### src/rtl/bsc_ompss_axis_tid_mux.sv
// bsc_ompss_axis_tid_mux: merges two AXI-Stream sources into one, tagging each beat with its source index in m_tid.
module bsc_ompss_axis_tid_mux #(
    parameter int DATA_WIDTH = 64
) (
    input  logic                  clk,
    input  logic                  rstn,
    input  logic [DATA_WIDTH-1:0] s0_tdata,
    input  logic                  s0_tvalid,
    input  logic                  s0_tlast,
    output logic                  s0_tready,
    input  logic [DATA_WIDTH-1:0] s1_tdata,
    input  logic                  s1_tvalid,
    input  logic                  s1_tlast,
    output logic                  s1_tready,
    output logic [DATA_WIDTH-1:0] m_tdata,
    output logic                  m_tid,
    output logic                  m_tlast,
    output logic                  m_tvalid,
    input  logic                  m_tready
);
    typedef enum logic [1:0] {IDLE, LOCK0, LOCK1} state_t;

    state_t                state_q, state_d;
    logic                  last_grant_q, last_grant_d;
    logic [DATA_WIDTH-1:0] m_tdata_q, m_tdata_d;
    logic                  m_tid_q, m_tid_d;
    logic                  m_tlast_q, m_tlast_d;
    logic                  m_tvalid_q, m_tvalid_d;
    logic                  grant0, grant1, slot_free, acc0, acc1;

    // Grant: a lock owns the output for a whole packet; in IDLE contention alternates away from last_grant
    always_comb begin
        grant0 = (state_q == LOCK0) ||
                 (state_q == IDLE && s0_tvalid && (!s1_tvalid || last_grant_q));
        grant1 = (state_q == LOCK1) ||
                 (state_q == IDLE && s1_tvalid && (!s0_tvalid || !last_grant_q));
    end

    assign slot_free = !m_tvalid_q || m_tready;
    assign s0_tready = rstn && grant0 && slot_free;
    assign s1_tready = rstn && grant1 && slot_free;
    assign acc0      = s0_tready && s0_tvalid;
    assign acc1      = s1_tready && s1_tvalid;

    assign m_tdata  = m_tdata_q;
    assign m_tid    = m_tid_q;
    assign m_tlast  = m_tlast_q;
    assign m_tvalid = m_tvalid_q;

    // Next state: load the output slot on accept, drain it when consumed, track lock and last grant
    always_comb begin
        state_d      = state_q;
        last_grant_d = last_grant_q;
        m_tdata_d    = m_tdata_q;
        m_tid_d      = m_tid_q;
        m_tlast_d    = m_tlast_q;
        m_tvalid_d   = m_tvalid_q;
        if (acc0) begin
            m_tdata_d    = s0_tdata;
            m_tid_d      = 1'b0;
            m_tlast_d    = s0_tlast;
            m_tvalid_d   = 1'b1;
            last_grant_d = 1'b0;
            state_d      = s0_tlast ? IDLE : LOCK0;
        end else if (acc1) begin
            m_tdata_d    = s1_tdata;
            m_tid_d      = 1'b1;
            m_tlast_d    = s1_tlast;
            m_tvalid_d   = 1'b1;
            last_grant_d = 1'b1;
            state_d      = s1_tlast ? IDLE : LOCK1;
        end else if (m_tready) begin
            m_tvalid_d   = 1'b0;
        end
    end

    // State registers; reset drops any lock and buffered beat and favours port 0 next
    always_ff @(posedge clk) begin
        if (!rstn) begin
            state_q      <= IDLE;
            last_grant_q <= 1'b1;
            m_tdata_q    <= '0;
            m_tid_q      <= 1'b0;
            m_tlast_q    <= 1'b0;
            m_tvalid_q   <= 1'b0;
        end else begin
            state_q      <= state_d;
            last_grant_q <= last_grant_d;
            m_tdata_q    <= m_tdata_d;
            m_tid_q      <= m_tid_d;
            m_tlast_q    <= m_tlast_d;
            m_tvalid_q   <= m_tvalid_d;
        end
    end
endmodule

### config.mk
export PLATFORM = sky130hd
export DESIGN_NAME = bsc_ompss_axis_tid_mux
export DESIGN_NICKNAME = d
export VERILOG_FILES = /design/src/rtl/bsc_ompss_axis_tid_mux.sv
export SDC_FILE = /design/constraint.sdc
export NUM_CORES = 1
export LEC_CHECK = 0
export CORE_AREA = 2 2 80 82
export CTS_CLUSTER_DIAMETER = 30
export DETAILED_ROUTE_END_ITERATION = 7
export DIE_AREA = 0 0 82 84
export DONT_BUFFER_PORTS = 1
export PLACE_DENSITY = 0.69
export SLEW_MARGIN = 25
export SYNTH_ARGS = -nofsm -noshare
export SYNTH_HDL_FRONTEND = slang
export SYNTH_SLANG_ARGS = --single-unit
### constraint.sdc
create_clock -name clk -period 2.1 [get_ports clk]
set_input_delay 0.21 -clock clk [delete_from_list [all_inputs] [get_ports clk]]
set_output_delay 0.21 -clock clk [all_outputs]
set_load 0.02 [all_outputs]
==> results of run 1 <==
[per-layer routing]
metal  vias up  wire [um]  share of wire  GRT usage
li1       1432          -              -          -
met1      1384       3451           0.38     0.2888
met2       204       4481           0.50     0.4287
met3        29        897          0.099    0.07792
met4         0        219          0.024     0.1273
met5         -          0              0          0
[repair_timing]
item,4_1_cts,5_1_grt
buffers inserted,0,0
hold endpoints to repair,44,1
hold buffers,42,1
[cell type report]
type | instances | area (um2)
Fill cell | 517 | 2450
Sequential cell | 70 | 1401
Multi-Input combinational cell | 286 | 1401
Timing Repair Buffer | 54 | 575.6
Clock buffer | 14 | 162.7
Tap cell | 77 | 96.34
Clock inverter | 1 | 5.005
Inverter | 1 | 3.754
[Yosys cell counts (all sizes together)]
library cell / n / area, um2
o211ai: 1 / 12.51
a211oi: 1 / 7.510
a21oi: 132 / 660.6
o21ba: 1 / 10.01
nand2b: 3 / 18.77
nor2b: 1 / 6.260
or3: 1 / 6.260
and2b: 1 / 7.510
buf: 21 / 152.7
nand4: 1 / 6.260
a31oi: 1 / 6.260
nor2: 2 / 7.510
nor3: 2 / 10.01
and4: 1 / 11.26
nand2: 67 / 251.5
inv: 1 / 3.750
o21ai: 67 / 335.3
clkbuf: 15 / 56.30
dfxtp: 70 / 1401
or3b: 1 / 8.760
a2bb2oi: 1 / 8.760
nor3b: 1 / 7.510
o211a: 1 / 10.01
[cell usage in the layout (no fill, tap or decap), types with 2 or more instances in the layout]
master	instances
a21oi_1	132
buf_12	5
buf_4	6
clkbuf_1	3
clkbuf_8	11
dfxtp_1	70
dlygate4sd3_1	43
nand2_1	67
nand2b_1	3
nor2_1	2
nor3_1	2
o21ai_0	57
o21ai_1	10
[worst max-delay path by stage]
stage                                    from  slack, ns  depth (start not counted)                       end
global route          state_q[1]$_SDFFE_PN0P_       0.16                          5  m_tdata[52]$_SDFFE_PN0P_
detailed placement  last_grant_q$_SDFFE_PN1P_       0.29                          5      m_tlast$_SDFFE_PN0P_
global placement      state_q[0]$_SDFFE_PN0P_       0.34                          5      m_tlast$_SDFFE_PN0P_
floorplan           last_grant_q$_SDFFE_PN1P_       0.61                          4      m_tlast$_SDFFE_PN0P_
CTS                   state_q[0]$_SDFFE_PN0P_       0.26                          5      m_tlast$_SDFFE_PN0P_
finish                state_q[0]$_SDFFE_PN0P_       0.26                          5      m_tlast$_SDFFE_PN0P_
[flip-flops by register name, summed over array words and instances, names as in the netlist]
signal	count
state_q	2
last_grant_q	1
m_tid	1
m_tlast	1
m_tvalid	1
m_tdata	64
[worst reg2reg max path, delay by kind of cell, from the launching register on]
family | cells | cell delay, ns
flops | 1 | 0.36
buf+inv | 1 | 0.21
simple gates | 4 | 1.16
[logic make-up (layout without fill, tap and decap cells)]
logic type,Yosys count,in the layout
AOI/OAI and AO/OA,205,205
buffers and inverters,37,70
DFF,70,70
and+or+nand+nor,81,81
[metrics by stage]
| step | hold slack (ns) | setup slack, ns | cell area (um2) |
|---|---|---|---|
| floorplan | 0.3441 | 0.6060 | 3007 |
| global placement | 0.2939 | 0.3354 | 3048 |
| detailed placement | 0.3038 | 0.2904 | 3048 |
| CTS | 0.00005285 | 0.2637 | 3636 |
| global route | 0.002764 | 0.1571 | 3646 |
| finish | 0.02077 | 0.2599 | 3646 |
[power groups by stage]
stage / Clock [mW] / Sequential (mW) / Combinational [mW]
floorplan: 0 / 1.68 / 0.338
global placement: 0 / 1.71 / 0.389
detailed placement: 0 / 1.71 / 0.406
CTS: 0.970 / 1.68 / 0.470
global route: 1.03 / 1.69 / 0.538
finish: 0.934 / 1.68 / 0.476
==> results.md, run 1 <==
* Avg WL per Cell at 17.99 um
* Nets at 557
* CP startpoint kind: register
* Clk Latency, worst-skew pair at 0.32 ns
* Synth Cell Area at 3007 um2
* Largest net degree at the start of global routing at 67
* CP cell instances: or3b_1, and4_4, buf_4, or3_1, nor3b_1
* Max clock buf depth at 2
* GPL Wtd Cong at 0.8771
* DR pass1 iterations at 4
* Synth unique cells at 27
* Setup slack, reg-to-reg at 0.26 ns
* Number of warning messages in the yosys log at 0
* IO Pins at 204
* Layout cells sized above 1 at 0.06103
* Hold Path Depth at 2
* Cells after Synth at 393
* Setup Skew at 0.007263 ns
* Worst Hold End: m_tdata[7]$_SDFFE_PN0P_
* Post-synthesis sequential area ratio at 0.4661
* Multiplexer share of the synthesized area at 0
* Clock Tree Root: clkbuf_8
* Fmax at 543.4 MHz
* DRT iter0 DRCs at 168
* Routed via count at 3,049
* Normalized max-slew margin at 0.5476
* Pwr Density at 847.4 nW/um2
* Die span in x at 82 um
* WP buf/inv at 1
* Min-Delay Path Class: input pin to register
* Initial core utilization at 0.4932
* First-pass GRT wire length at 13,700 um
* GRT overflow at 0
* Routed Antenna Nets at 0
* Critical path's slowest cell: or3b_1
* # port buffers at 0
* Final Cycle Share at 0.8763
* H-tree depth at 3
* Combinational share of power at 0.154
* Mapped Nets at 528
* Arrival time worst endpoint at 2.05 ns
* Tot Pwr at 3.090 mW
* Core area at 6096 um2
* Crit path max fanout at 23
* Min-delay src: s1_tdata[7]
* Synth Area in Simple Gates at 0.1136
* Worst path top cell family by delay: simple AND/OR/NAND/NOR gates
* Fin. Hold Viols at 0
* Unrepaired setup endpoints after global routing: no
* Status: complete, no violations
* Worst slew pin tran at 0.6754 ns
* Tmin final at 1.840 ns
* DRC Markers at 0
* Synthesis-stage register bit count at 70
* Syn Area/Cell at 7.650 um2
* Largest family of logic cells by synthesized area: compound AO/OA/AOI/OAI gates
* Worst vdd ir at 0.4142 mV
* Max Slew Vio Count at 0
* Setup tns final at 0 ns
* RR Startpoint: state_q[0]$_SDFFE_PN0P_
* Via density at 6.062
* Final Util at 0.5981
* Site row count at 29
* Reported max-cap violation count at 0
* Leakage at 1.526 nW
* Vias in the first global route at 2,897
* Ant diodes at 0
* Final setup violation count at 0
* Slowest stage delay, CP at 0.41 ns
* Clock network power share at 0.302
* Adder-Cell Fraction of Synth Area at 0
* Tot GR Track Use at 0.2564
* Die height at 84 um
* Reg2reg end: m_tlast$_SDFFE_PN0P_
* Die area at 6888 um2
* CTS tree: yes
* NetSw at 0.9400 mW
* Placed cells at 445
* P&R area growth vs syn at 21.27%
* CTS sink cnt at 70
* Switching Share at 0.3042
* Post-CTS Resized at 0
* Complex-gate fraction of the synthesized area at 0.3496
* XOR/XNOR Fraction of Synth Area at 0
* Number of antenna violations at the first check in global routing at 0
* Crit end category: register
* CTS Buf Count at 9
* Internal power at 2.150 mW
* Path depth of the worst reg2reg path at 5
* Sequential Power Share at 0.544
* Worst EP required at 2.31 ns
* Post-DP HPWL at 5545 um
* CP Class: register to register
* Final cell count without fillers at 503
* Drt total wl at 9049 um
* Worst-path clk slew at 0.07 ns
Power figures use the tool's default switching activity.
==> inputs of run 2 (changes only) <==
--- a/config.mk
+++ b/config.mk
@@ -5,12 +5,12 @@
 export SDC_FILE = /design/constraint.sdc
 export NUM_CORES = 1
 export LEC_CHECK = 0
-export CORE_AREA = 2 2 80 82
+export CORE_MARGIN = 2
+export CORE_UTILIZATION = 35
 export CTS_CLUSTER_DIAMETER = 30
 export DETAILED_ROUTE_END_ITERATION = 7
-export DIE_AREA = 0 0 82 84
 export DONT_BUFFER_PORTS = 1
-export PLACE_DENSITY = 0.69
+export PLACE_DENSITY = 0.53
 export SLEW_MARGIN = 25
 export SYNTH_ARGS = -nofsm -noshare
 export SYNTH_HDL_FRONTEND = slang
==> results.md, run 2 (synthesized netlist as in run 1, its figures left out) <==
* Ant diodes at 0 (unchanged)
* H-tree depth at 3 (unchanged)
* Post-CTS Setup Inserts at 0 (unchanged)
* Unrepaired setup endpoints after global routing: no
* RR Startpoint: last_grant_q$_SDFFE_PN1P_
* Reported max-cap violation count at 0 (unchanged)
* Worst path top cell family by delay: simple AND/OR/NAND/NOR gates
* Clock Tree Root: clkbuf_8
* Worst-path clk slew at 0.07 ns (about the same)
* Critical path's slowest cell: or3_1
* Post-CTS Resized at 0 (unchanged)
* Initial core utilization at 0.3641 (-0.1291)
* Via density at 5.628 (-7.2%)
* Tmin final at 1.877 ns (+0.03646 ns)
* Worst vdd ir at 0.3800 mV (-8.3%)
* Setup slack, reg-to-reg at 0.22 ns (-0.04 ns)
* Layout cells sized above 1 at 0.06236 (+0.001328)
* Tot GR Track Use at 0.1922 (-0.06418)
* Max Slew Vio Count at 0 (unchanged)
* Commonest non-fill, non-tap cell in the layout: a21oi_1
* Worst EP required at 2.33 ns (+0.02 ns)
* Status: complete, no violations
* CP Launch Point: last_grant_q$_SDFFE_PN1P_
* Die area at 9348 um2 (+36%)
* Largest net degree at the start of global routing at 68 (+1.5%)
* CTS tree: yes
* Post-DP HPWL at 5405 um (-2.5%)
* CP Class: register to register
* Setup Skew at 0.005443 ns (-0.001819 ns)
* # port buffers at 0 (unchanged)
* Avg WL per Cell at 17.00 um (-5.5%)
* Nets at 579 (+3.9%)
* Routed via count at 3,118 (+2.3%)
* First-pass GRT wire length at 14,830 um (+8.2%)
* GRT overflow at 0 (unchanged)
* Drt total wl at 9416 um (+4.1%)
* DRC Markers at 0 (unchanged)
* WP buf/inv at 0 (-1)
* Die height at 96.69 um (+15%)
* IO Pins at 204 (unchanged)
* GPL Wtd Cong at 0.7988 (-8.9%)
* Commonest cells after routing, fill and taps aside: a21oi_1, dfxtp_1, nand2_1
* Path depth of the worst reg2reg path at 4 (-1)
* Leakage at 1.637 nW (+7.3%)
* Final setup violation count at 0 (unchanged)
* Reg2reg end: m_tlast$_SDFFE_PN0P_
* CTS sink cnt at 70 (unchanged)
* Fmax at 532.9 MHz (-1.9%)
* Largest register FFs at 64 (unchanged)
* Fin. Hold Viols at 0 (unchanged)
* Core area at 8258 um2 (+35%)
* Arrival time worst endpoint at 2.10 ns (+0.05 ns)
* Crit path max fanout at 66 (+190%)
* DRT iter0 DRCs at 105 (-38%)
* Clk Latency, worst-skew pair at 0.33 ns (about the same)
* Tot Pwr at 3.438 mW (+11%)
* Vias in the first global route at 3,117 (+7.6%)
* Min-Delay Path Class: input pin to register
* Slowest stage delay, CP at 0.45 ns (+0.04 ns)
* CP startpoint kind: register
* # fillers at 799 (+55%)
* Die span in x at 96.69 um (+18%)
* Number of antenna violations at the first check in global routing at 0 (unchanged)
* Pwr Density at 874.3 nW/um2 (+3.2%)
* Normalized max-slew margin at 0.5203 (-0.02729)
* Worst slew pin tran at 0.7196 ns (+0.04416 ns)
* Worst Setup EP: m_tlast$_SDFFE_PN0P_
* Crit end category: register
* DR pass1 iterations at 4 (unchanged)
* P&R area growth vs syn at 30.79%
* Routed Antenna Nets at 0 (unchanged)
* Setup tns final at 0 ns (unchanged)
* CTS Buf Count at 9 (unchanged)
* Max clock buf depth at 2 (unchanged)
* Site row count at 33 (+14%)
* Final Cycle Share at 0.8936 (+0.01736)
* Critical Path Stages at 4 (-1)
* CP cell instances: or3b_1, and4_4, or3_1, nor3b_1
## run 2: cell count changes in the layout (fill, tap and decap cells not counted), sizes merged
cell / delta
bufinv: +2
buf: -1
clkbuf: -1
dlygate4sd3: +23
## run 2: repair_timing
item | 4_1_cts | 5_1_grt
hold buffers | 67 | 0
endpoints found under the setup margin | 0 | 0
endpoints found under the hold margin | 67 | 0
## run 2: final cells by class
cell class / instances / area, um2 / share of cell area
multi-input combinational: 286 / 1401 / 0.3563
inverter: 1 / 3.754 / 0.0009545
sequential: 70 / 1401 / 0.3563
clock buffer: 13 / 168.9 / 0.04295
tap: 105 / 131.4 / 0.03341
timing repair buffer: 76 / 760.7 / 0.1934
clock inverter: 3 / 65.06 / 0.01654
## run 2: power by group
| group | internal (mW) | switching (mW) | total [mW] |
|---|---|---|---|
| clock | 0.766 | 0.501 | 1.27 |
| sequential | 1.45 | 0.224 | 1.67 |
| combinational | 0.223 | 0.274 | 0.497 |
## run 2: routing by layer
metal	GRT usage	wire length, um	part of all wire
met1	0.2072	3645	0.39
met2	0.3408	4766	0.51
met3	0.05780	762	0.081
met4	0.09426	241	0.026
met5	0	0	0
## run 2: worst min-delay path by stage
stage | from | end | slack (ns) | cells after the start
2_1_floorplan | s1_tdata[10] | m_tdata[10]$_SDFFE_PN0P_ | 0.34 | 2
3_3_place_gp | rstn | last_grant_q$_SDFFE_PN1P_ | 0.30 | 1
3_5_place_dp | rstn | last_grant_q$_SDFFE_PN1P_ | 0.30 | 1
4_1_cts | rstn | m_tdata[5]$_SDFFE_PN0P_ | 0.0001 | 2
5_1_grt | rstn | m_tdata[8]$_SDFFE_PN0P_ | 0.003 | 2
6_report | rstn | m_tdata[27]$_SDFFE_PN0P_ | 0.01 | 2
## run 2: per-stage QoR
step	hold WS, ns	setup WS (ns)	instance area (um2)	instances	util
CTS	0.0001319	0.2258	3933	554	0.4762
detailed placement	0.2983	0.2435	3018	471	0.3655
global route	0.002525	0.07716	3933	554	0.4762
global placement	0.2967	0.2551	3018	471	0.3655
finish	0.01302	0.2234	3933	554	0.4762
floorplan	0.3441	0.6060	3007	393	-
